File: src/rtl/lcd_pkg.sv
// Shared LCD word format and arbiter state encodings.
// Used by the SPI arbiter and by the lcd_write/centerctrl users.
package lcd_pkg;

  localparam int unsigned WORD_W = 9;
  localparam int unsigned DC_BIT = 8;

  typedef struct packed {
    logic       dc;
    logic [7:0] data;
  } lcd_word_t;

  typedef enum logic [1:0] {
    ST_IDLE  = 2'd0,
    ST_OWN   = 2'd1,
    ST_BUSY  = 2'd2,
    ST_DRAIN = 2'd3
  } arb_state_e;

  function automatic lcd_word_t word_unpack(input logic [WORD_W-1:0] w);
    lcd_word_t r;
    r.dc   = w[DC_BIT];
    r.data = w[DC_BIT-1:0];
    return r;
  endfunction

endpackage

File: src/rtl/rr_pick.sv
// Combinational requester picker: bit 0 has absolute priority, the rest are
// searched round-robin starting after the last grant.
module rr_pick #(
  parameter int unsigned NREQ  = 3,
  parameter int unsigned IDX_W = 2
) (
  input  logic [NREQ-1:0]  mask,
  input  logic [IDX_W-1:0] last,
  output logic             pick_vld,
  output logic [IDX_W-1:0] pick_idx,
  output logic [NREQ-1:0]  pick_oh
);

  logic [IDX_W-1:0] cand;

  always_comb begin
    pick_vld = 1'b0;
    pick_idx = '0;
    pick_oh  = '0;
    cand     = '0;
    if (mask[0]) begin
      pick_vld   = 1'b1;
      pick_oh[0] = 1'b1;
    end else begin
      // Candidates cycle through 1..NREQ-1, first one is last+1 (0 wraps to 1).
      for (int k = 0; k < int'(NREQ) - 1; k++) begin
        cand = IDX_W'((32'(last) + 32'(k)) % (NREQ - 1) + 1);
        if (!pick_vld && mask[cand]) begin
          pick_vld      = 1'b1;
          pick_idx      = cand;
          pick_oh[cand] = 1'b1;
        end
      end
    end
  end

endmodule

File: src/rtl/lcd_spi_arbiter.sv
// Transaction-locked arbiter sharing one lcd_write serializer between several
// producers; requester 0 (init) is exclusive until init_done, watchdog on wr_done.
module lcd_spi_arbiter
  import lcd_pkg::*;
#(
  parameter int unsigned NREQ    = 3,
  parameter int unsigned TIMEOUT = 4096
) (
  input  logic                   sys_clk,
  input  logic                   sys_rst_n,
  input  logic                   init_done,
  input  logic [NREQ-1:0]        req,
  input  logic [WORD_W*NREQ-1:0] req_data,
  input  logic [NREQ-1:0]        req_wr,
  output logic [NREQ-1:0]        gnt,
  output logic [NREQ-1:0]        req_done,
  output logic [WORD_W-1:0]      spi_data,
  output logic                   en_write,
  input  logic                   wr_done,
  output logic                   overrun,
  output logic                   timeout
);

  localparam int unsigned IDX_W = (NREQ > 1) ? $clog2(NREQ) : 1;
  localparam int unsigned WD_W  = $clog2(TIMEOUT + 1);

  arb_state_e        state_q, state_d;
  logic [IDX_W-1:0]  owner_q, owner_d;
  logic [IDX_W-1:0]  last_q, last_d;
  logic [NREQ-1:0]   gnt_q, gnt_d;
  logic [NREQ-1:0]   req_done_q, req_done_d;
  lcd_word_t         spi_data_q, spi_data_d;
  logic              en_write_q, en_write_d;
  logic              overrun_q, overrun_d;
  logic              timeout_q, timeout_d;
  logic [WD_W-1:0]   wdog_q, wdog_d;

  logic [NREQ-1:0]   elig;
  logic              pick_vld;
  logic [IDX_W-1:0]  pick_idx;
  logic [NREQ-1:0]   pick_oh;

  logic              own_req;
  logic              own_wr;
  logic              own_elig;
  logic [WORD_W-1:0] own_word;
  logic [NREQ-1:0]   owner_oh;
  logic              wd_expire;

  assign elig = init_done ? req : {{(NREQ-1){1'b0}}, req[0]};

  rr_pick #(
    .NREQ  (NREQ),
    .IDX_W (IDX_W)
  ) u_rr_pick (
    .mask     (elig),
    .last     (last_q),
    .pick_vld (pick_vld),
    .pick_idx (pick_idx),
    .pick_oh  (pick_oh)
  );

  // Owner-side view of the request bus.
  always_comb begin
    own_req  = 1'b0;
    own_wr   = 1'b0;
    own_word = '0;
    owner_oh = '0;
    for (int i = 0; i < int'(NREQ); i++) begin
      if (owner_q == IDX_W'(i)) begin
        own_req     = req[i];
        own_wr      = req_wr[i];
        own_word    = req_data[i*WORD_W +: WORD_W];
        owner_oh[i] = 1'b1;
      end
    end
  end

  assign own_elig  = own_req && (init_done || (owner_q == '0));
  assign wd_expire = (wdog_q == WD_W'(1));

  // Next-state and registered-output logic.
  always_comb begin
    state_d    = state_q;
    owner_d    = owner_q;
    last_d     = last_q;
    gnt_d      = gnt_q;
    req_done_d = '0;
    spi_data_d = spi_data_q;
    en_write_d = 1'b0;
    overrun_d  = overrun_q;
    timeout_d  = 1'b0;
    wdog_d     = wdog_q;

    unique case (state_q)
      ST_IDLE: begin
        if (pick_vld) begin
          state_d = ST_OWN;
          gnt_d   = pick_oh;
          owner_d = pick_idx;
          last_d  = pick_idx;
        end
      end

      ST_OWN: begin
        if (own_wr) begin
          // A word strobed together with a release is still forwarded.
          spi_data_d = word_unpack(own_word);
          en_write_d = 1'b1;
          wdog_d     = WD_W'(TIMEOUT);
          if (own_elig) begin
            state_d = ST_BUSY;
          end else begin
            state_d = ST_DRAIN;
            gnt_d   = '0;
          end
        end else if (!own_elig) begin
          state_d = ST_IDLE;
          gnt_d   = '0;
        end
      end

      ST_BUSY: begin
        wdog_d = (wdog_q != '0) ? wdog_q - WD_W'(1) : '0;
        if (own_wr) begin
          overrun_d = 1'b1;
        end
        if (wr_done) begin
          req_done_d = owner_oh;
          if (own_elig) begin
            state_d = ST_OWN;
          end else begin
            state_d = ST_IDLE;
            gnt_d   = '0;
          end
        end else if (wd_expire) begin
          timeout_d = 1'b1;
          state_d   = ST_IDLE;
          gnt_d     = '0;
        end else if (!own_elig) begin
          state_d = ST_DRAIN;
          gnt_d   = '0;
        end
      end

      ST_DRAIN: begin
        wdog_d = (wdog_q != '0) ? wdog_q - WD_W'(1) : '0;
        if (own_wr) begin
          overrun_d = 1'b1;
        end
        if (wr_done) begin
          req_done_d = owner_oh;
          state_d    = ST_IDLE;
        end else if (wd_expire) begin
          timeout_d = 1'b1;
          state_d   = ST_IDLE;
        end
      end

      default: begin
        state_d = ST_IDLE;
        gnt_d   = '0;
      end
    endcase
  end

  always_ff @(posedge sys_clk or negedge sys_rst_n) begin
    if (!sys_rst_n) begin
      state_q    <= ST_IDLE;
      owner_q    <= '0;
      last_q     <= '0;
      gnt_q      <= '0;
      req_done_q <= '0;
      spi_data_q <= '0;
      en_write_q <= 1'b0;
      overrun_q  <= 1'b0;
      timeout_q  <= 1'b0;
      wdog_q     <= '0;
    end else begin
      state_q    <= state_d;
      owner_q    <= owner_d;
      last_q     <= last_d;
      gnt_q      <= gnt_d;
      req_done_q <= req_done_d;
      spi_data_q <= spi_data_d;
      en_write_q <= en_write_d;
      overrun_q  <= overrun_d;
      timeout_q  <= timeout_d;
      wdog_q     <= wdog_d;
    end
  end

  assign gnt      = gnt_q;
  assign req_done = req_done_q;
  assign spi_data = spi_data_q;
  assign en_write = en_write_q;
  assign overrun  = overrun_q;
  assign timeout  = timeout_q;

endmodule
File: config.mk
export PLATFORM = sky130hd
export DESIGN_NAME = lcd_spi_arbiter
export DESIGN_NICKNAME = d
export VERILOG_FILES = /design/src/rtl/lcd_pkg.sv /design/src/rtl/rr_pick.sv /design/src/rtl/lcd_spi_arbiter.sv
export SDC_FILE = /design/constraint.sdc
export NUM_CORES = 1
export LEC_CHECK = 0
export BUFFER_PORTS_ARGS = -buffer_cell sky130_fd_sc_hd__buf_4
export CAP_MARGIN = 40
export CORE_MARGIN = 3
export CORE_UTILIZATION = 25
export DETAILED_ROUTE_END_ITERATION = 12
export SETUP_SLACK_MARGIN = 0.02
export SYNTH_ARGS = -nofsm -noshare
export SYNTH_HDL_FRONTEND = slang
export SYNTH_HIERARCHICAL = 1
export SYNTH_SLANG_ARGS = --single-unit
File: constraint.sdc
create_clock -name sys_clk -period 2 [get_ports sys_clk]
set_clock_uncertainty 0.2 [all_clocks]
set_input_delay 0.2 -clock sys_clk [delete_from_list [all_inputs] [get_ports sys_clk]]
set_output_delay 0.2 -clock sys_clk [all_outputs]
set_load 0.01 [all_outputs]
Yosys cells after proc, flatten, opt, wreduce, memory -nomap -nowiden
Cells that the tools add are included.
{"block": "totals", "regBits": 35, "in_bits": 37, "out_inout_bits": 18}
{"block": "op_classes", "n_addsub": 4, "n_lt_le_gt_ge": 4, "n_eq_ne": 11, "n_mux": 59, "bitwise_logic": 1, "n_reduce_logical": 18}
{"operator": "$mux W3", "n": 10}
{"operator": "$mux W9", "n": 3}
{"operator": "$mux W13", "n": 2}
{"operator": "$pmux W13 S2", "n": 1}
{"operator": "$mux W1", "n": 25}
{"operator": "$mux W2", "n": 12}
{"operator": "$eq A13 B1 Y1 const B", "n": 1}
{"operator": "$reduce_bool A13 Y1", "n": 1}
{"operator": "$sub A13 B1 Y13 const B", "n": 1}
{"operator": "$reduce_and A2 Y1", "n": 5}
{"operator": "$pmux W3 S3", "n": 1}
{"operator": "$pmux W2 S4", "n": 1}
{"operator": "$eq A2 B2 Y1 const B", "n": 3}
{"operator": "$lt A2 B3 Y1 const B", "n": 2}
{"operator": "$ne A3 B3 Y1 const B", "n": 2}
{"operator": "$add A1 B1 Y2 const B", "n": 2}
{"operator": "$bmux W1 S2", "n": 2}
{"operator": "$demux W1 S2", "n": 2}
{"operator": "$eq A2 B1 Y1 const B", "n": 2}
{"operator": "$ge A2 B1 Y1 const B", "n": 2}
{"operator": "$logic_and A1 B1 Y1", "n": 4}
{"operator": "$logic_not A2 Y1", "n": 2}
{"operator": "$ne A2 B2 Y1 const B", "n": 2}
{"operator": "$ne A4 B4 Y1 const B", "n": 1}
{"operator": "other kinds (8)", "n": 8}

Depth between registers and ports, before layout
{"block": "depth", "ltp_word": 12, "ltp_mapped": 8, "depth_no_buf": 7}

Modules after synthesis
The synthesis kept the hierarchy.
{"mod": "lcd_spi_arbiter", "n_inst": 1, "cells_per_inst": 215, "area_per_inst_um2": 2023.2}
{"mod": "rr_pick", "n_inst": 1, "cells_per_inst": 8, "area_per_inst_um2": 56.3}

Least setup slack after synthesis
OpenSTA, ideal clock, no wires.
{"block": "synth_path", "path_kind": "reg2reg", "startpoint": "reg state_q[0]", "endpoint": "reg state_q[0]", "setup_time_ns": 0.126, "arrival_ns": 1.689, "t_required_ns": 1.674, "slack_ns": -0.015, "stages_incl_launch_ff": 9, "period_less_slack_ns": 2.015, "cell_sequence": "dfrtp_1 inv_1 ha_1 clkbuf_1 nor2b_1 o21bai_1 a311oi_2 o211ai_1 o32a_1"}
{"block": "synth_via", "elab_chain_len": 3}
{"item": "start, declared", "line_no": "lcd_spi_arbiter.sv:27", "rtl": "arb_state_e state_q, state_d;"}
{"item": "start signal, assigned", "line_no": "lcd_spi_arbiter.sv:180", "rtl": "state_q <= state_d;"}
{"item": "$eq A2 B2 Y1 (tied with other cells)", "line_no": "lcd_spi_arbiter.sv:95", "rtl": "unique case (state_q)"}
{"item": "$ne A4 B4 Y1 (no source line) (tied with other cells)"}
{"item": "$reduce_and A4 Y1 (no source line)"}
Several ways; a longest one is shown, not always the timed one.
A chain may end at the register's enable or synchronous reset.

Worst setup path in the final report
{"block": "layout_path", "startpoint": "reg wdog_q[7]", "endpoint": "reg state_q[0]"}
{"block": "layout_via", "elab_chain_len": 4}
{"item": "start, declared", "line_no": "lcd_spi_arbiter.sv:36", "rtl": "logic [WD_W-1:0] wdog_q, wdog_d;"}
{"item": "start signal, assigned", "line_no": "lcd_spi_arbiter.sv:189", "rtl": "wdog_q <= wdog_d;"}
{"item": "$eq A13 B1 Y1 (*)", "line_no": "lcd_spi_arbiter.sv:80", "rtl": "assign wd_expire = (wdog_q == WD_W'(1));"}
{"item": "$mux W2", "line_no": "lcd_spi_arbiter.sv:136", "rtl": "end else if (wd_expire) begin"}
{"item": "$mux W2", "line_no": "lcd_spi_arbiter.sv:128", "rtl": "if (wr_done) begin"}
{"item": "$pmux W2 S4", "line_no": "lcd_spi_arbiter.sv:95"}
Mark *: on every way between the ends. The rest lies on a longest branch, timed or not.

==> run summary <==
For the finished layout, the period the worst path requires is 1.99 ns. The tools report the largest buffer count on any clock path as 2. The most frequent standard cell in the layout excluding fill and tap cells is sky130_fd_sc_hd__buf_4. The critical path capture point type was a flop. The tools report the number of global-route vias before repair as 1982. TritonCTS built the clock tree. The worst setup path is launched from a flop. In the routed layout, each cell is associated on average with a via count of 4.72. Count of pins over their slew limit: 0. The flow ran to the end, and the final reports show no timing, DRC or antenna violations.

The run gives 2.77 mm as the length of routed met2 wiring. The tools report the detailed-route via count as 1963. The highest layer touched by signal routing is met4. The path class of the tightest hold or removal check is input pin to flop.

Before CTS, the worst setup slack after placement is -0.137 ns. The worst path meets setup with 0.0117 ns of slack. Signal arrival time at the worst endpoint: 1.96 ns. The number of diodes added for antenna fixing is 0. The fraction of registers with async set or reset after synthesis works out to 1.00. For this design, the sink count on the clock tree is 35. The number of nets in the finished design is 358.

The maximum operating frequency is 0.503 GHz. From left edge to right edge, the die measures 97.2 µm. Number of port buffers: 54.

The all-layer global routing usage is 0.113. Setup violations remaining at the end of the flow were counted as 0. The later pin in the worst-skew pair is clocked with a latency of 0.28 ns.

After floorplanning, the core was divided into 32 placement rows. Setup repair after global routing could not meet its margin everywhere. The count of nets left with antenna violations once routing finished came out at 0. Counting every net in the synthesized netlist gives 267.

The max capacitance violation total is 0. The logs give 0.125 for the clock network power share and 7890 µm² for the core area. The mapped netlist covers 2080 µm². The tools report the final RePlAce weighted congestion as 0.839. For the total congestion overflow, the log shows 0.

The DRC violation count after routing is 0. Traced cell by cell, the critical path runs through nor4_2 > buf_4 > a21oi_2 > a311oi_2 > o211ai_1 > o32a_1. The fraction of the cycle the final worst path needs was 0.994.

Growth of design area from synthesis to finish: 46.8%. The worst-margin pin slew was 0.462 ns; the hold violation total from the final report was 0. VDD sags by at most 0.000503 V. The depth of the CTS H-tree is 2, and the number of enable-type register cells in the synthesized netlist is 0. The library cells used most frequently in the layout, excluding fill and tap cells, are 89 x sky130_fd_sc_hd__buf_4, 34 x sky130_fd_sc_hd__dfrtp_1, 22 x sky130_fd_sc_hd__nor2_1. The routed design has 5.58 mm of wire. For this design the total switching power over the nets is 1.74 mW.

The synthesized design contains 35 register bits. In this design, the stage delay of the slowest critical-path cell is 0.40 ns. The share of total power consumed by net switching is 0.416, and the synthesized netlist cell count is 223. The proportion of layout cells with a drive suffix above 1 works out to 0.389.

In this run the power density over the cells is 1370 nW/µm². Placed wire-length estimate after detailed placement: 4.12 mm. The library cell used as clock root buffer is sky130_fd_sc_hd__clkbuf_8. The pin count of the biggest net entering global routing was 36. The first global-routing pass estimated 9.01 mm of wire. The floorplan step defined a die boundary enclosing 9450 µm². The logs give 5 for the number of clock buffers inserted by TritonCTS and 0.421 for the portion of the post-synthesis area used by sequential elements.

The worst hold path passes through 3 cells. The I/O pin count was 55; the post-detailed-route wirelength per cell was 13.4 µm. After synthesis, the netlist uses 47 different library cells. The run gives 6 as the count of warnings emitted by yosys. The portion of total power attributed to sequential cells came out at 0.273. The static leakage came out at 1.46 nW.

The wire length on met3 was 228 µm; the starting utilization of the core area was 0.264. Internal power comes to 2.44 mW. The depth of the worst register-to-register path was 6; the average instance area after synthesis was 9.33 µm².

For the normalized max-slew margin, the log shows 0.692. The CTS clock-pin slew for the worst setup and hold paths came out at 0.07 ns. The slowest stage of the critical path is the sky130_fd_sc_hd__dfrtp_1 cell.

In the final routing, the length of wire on met1 measures 2.56 mm. For this block, the initial DRC count from the detailed router was 85. The logs give 0.602 for the share of power burned in combinational logic and 0.387 for the final core utilization. The setup path with the least slack is of type flop to flop. The first TritonRoute pass finished after 4 iterations.

Among all flip-flop cells after synthesis, the most frequent one is sky130_fd_sc_hd__dfrtp_1. STA puts the critical path data required time at 1.97 ns. The vertical die dimension works out to 97.2 µm. The largest fanout on the critical path came out at 3. Initial antenna violation count: 0.
metal layers:
metal	vias to the layer above	GRT usage
li1	979	-
met1	931	0.147
met2	51	0.194
met3	2	0.0258
met4	0	0.0205
met5	-	0
cell usage after synthesis (4+ instances only):
master	number	area share
sky130_fd_sc_hd__a21oi_1	14	0.034
sky130_fd_sc_hd__clkbuf_1	4	0.0072
sky130_fd_sc_hd__dfrtp_1	35	0.42
sky130_fd_sc_hd__ha_1	7	0.042
sky130_fd_sc_hd__inv_1	9	0.016
sky130_fd_sc_hd__mux2i_1	11	0.053
sky130_fd_sc_hd__nand2_1	19	0.034
sky130_fd_sc_hd__nand2b_1	4	0.012
sky130_fd_sc_hd__nand4_1	7	0.021
sky130_fd_sc_hd__nor2_1	22	0.040
sky130_fd_sc_hd__nor2b_1	5	0.015
sky130_fd_sc_hd__nor3_1	6	0.014
sky130_fd_sc_hd__nor4_1	4	0.012
sky130_fd_sc_hd__o21ai_0	14	0.034
sky130_fd_sc_hd__xor2_1	9	0.038
logic make-up (layout without fill, tap and decap cells):
group	Yosys count	count (layout)	share of synthesized area
simple gates	84	85	0.212
compound gates	55	55	0.174
flops	35	35	0.421
buf+inv	19	109	0.0451
mux	13	13	0.0638
xor+xnor	10	10	0.0421
fa+ha+maj	7	7	0.0421
critical path, delay by kind of cell, from the launching register on:
| family | cells | cell delay (ns) |
|---|---|---|
| compound gates | 4 | 0.75 |
| buf+inv | 1 | 0.18 |
| flops | 1 | 0.40 |
| simple gates | 1 | 0.34 |
what timing repair did:
item / 4_1_cts / 5_1_grt
buffers inserted: 0 / 3
hold buffers: 3 / 0
endpoints found under the setup margin: 12 / 24
endpoints found under the hold margin: 37 / 0
resized for setup: 1 / 22
pin swaps: 1 / 2
gates cloned: 0 / 1
power by group through the flow:
stage	clock [mW]	sequential (mW)	combinational (mW)
final	0.522	1.14	2.52
after global routing	0.573	1.18	2.78
after CTS	0.540	1.12	2.29
after detailed placement	0	1.12	2.27
after global placement	0	1.12	2.23
after floorplan	0	1.17	1.30
path summary, 6_finish.rpt:
check                                        startpoint                 endpoint  slack [ns]
min in group asynchronous                     sys_rst_n  spi_data[1]$_DFFE_PN0P_        0.22
worst min register to register  spi_data[6]$_DFFE_PN0P_  spi_data[6]$_DFFE_PN0P_        0.28
worst max-delay path              wdog_q[7]$_DFFE_PN0P_   state_q[0]$_DFFE_PN0P_        0.01
worst max register to register    wdog_q[7]$_DFFE_PN0P_   state_q[0]$_DFFE_PN0P_        0.01
worst min-delay path                       req_data[21]  spi_data[3]$_DFFE_PN0P_      0.0003
max in group asynchronous                     sys_rst_n    last_q[0]$_DFFE_PN0P_        1.03
final cells by class:
type                       count  area (µm²)
tap                          102         128
clock inverter                 1        5.00
multi-input combinational    170        1220
fill                         789        4830
timing repair buffer          93         709
clock buffer                   6        82.6
inverter                       9        33.8
sequential                    35         877
flip-flops by register name (all words and copies together) (netlist names):
name	cells
gnt	3
overrun	1
timeout	1
en_write	1
last_q	2
spi_data	9
req_done	3
state_q	2
wdog_q	13
metrics by stage:
stage | hold WS (ns) | power, mW | std cells | setup TNS (ns) | area (µm²)
after floorplan | -0.296 | 2.48 | 223 | 0 | 2080
after global placement | -0.0110 | 3.36 | 402 | -0.0428 | 2800
final | 0.000278 | 4.18 | 416 | 0 | 3050
after global routing | 0.00982 | 4.53 | 416 | -0.438 | 3050
after detailed placement | -0.00682 | 3.39 | 402 | -0.264 | 2800
after CTS | 0.000860 | 3.94 | 412 | 0 | 2920
Note: power is estimated with default switching activity, not from simulation.
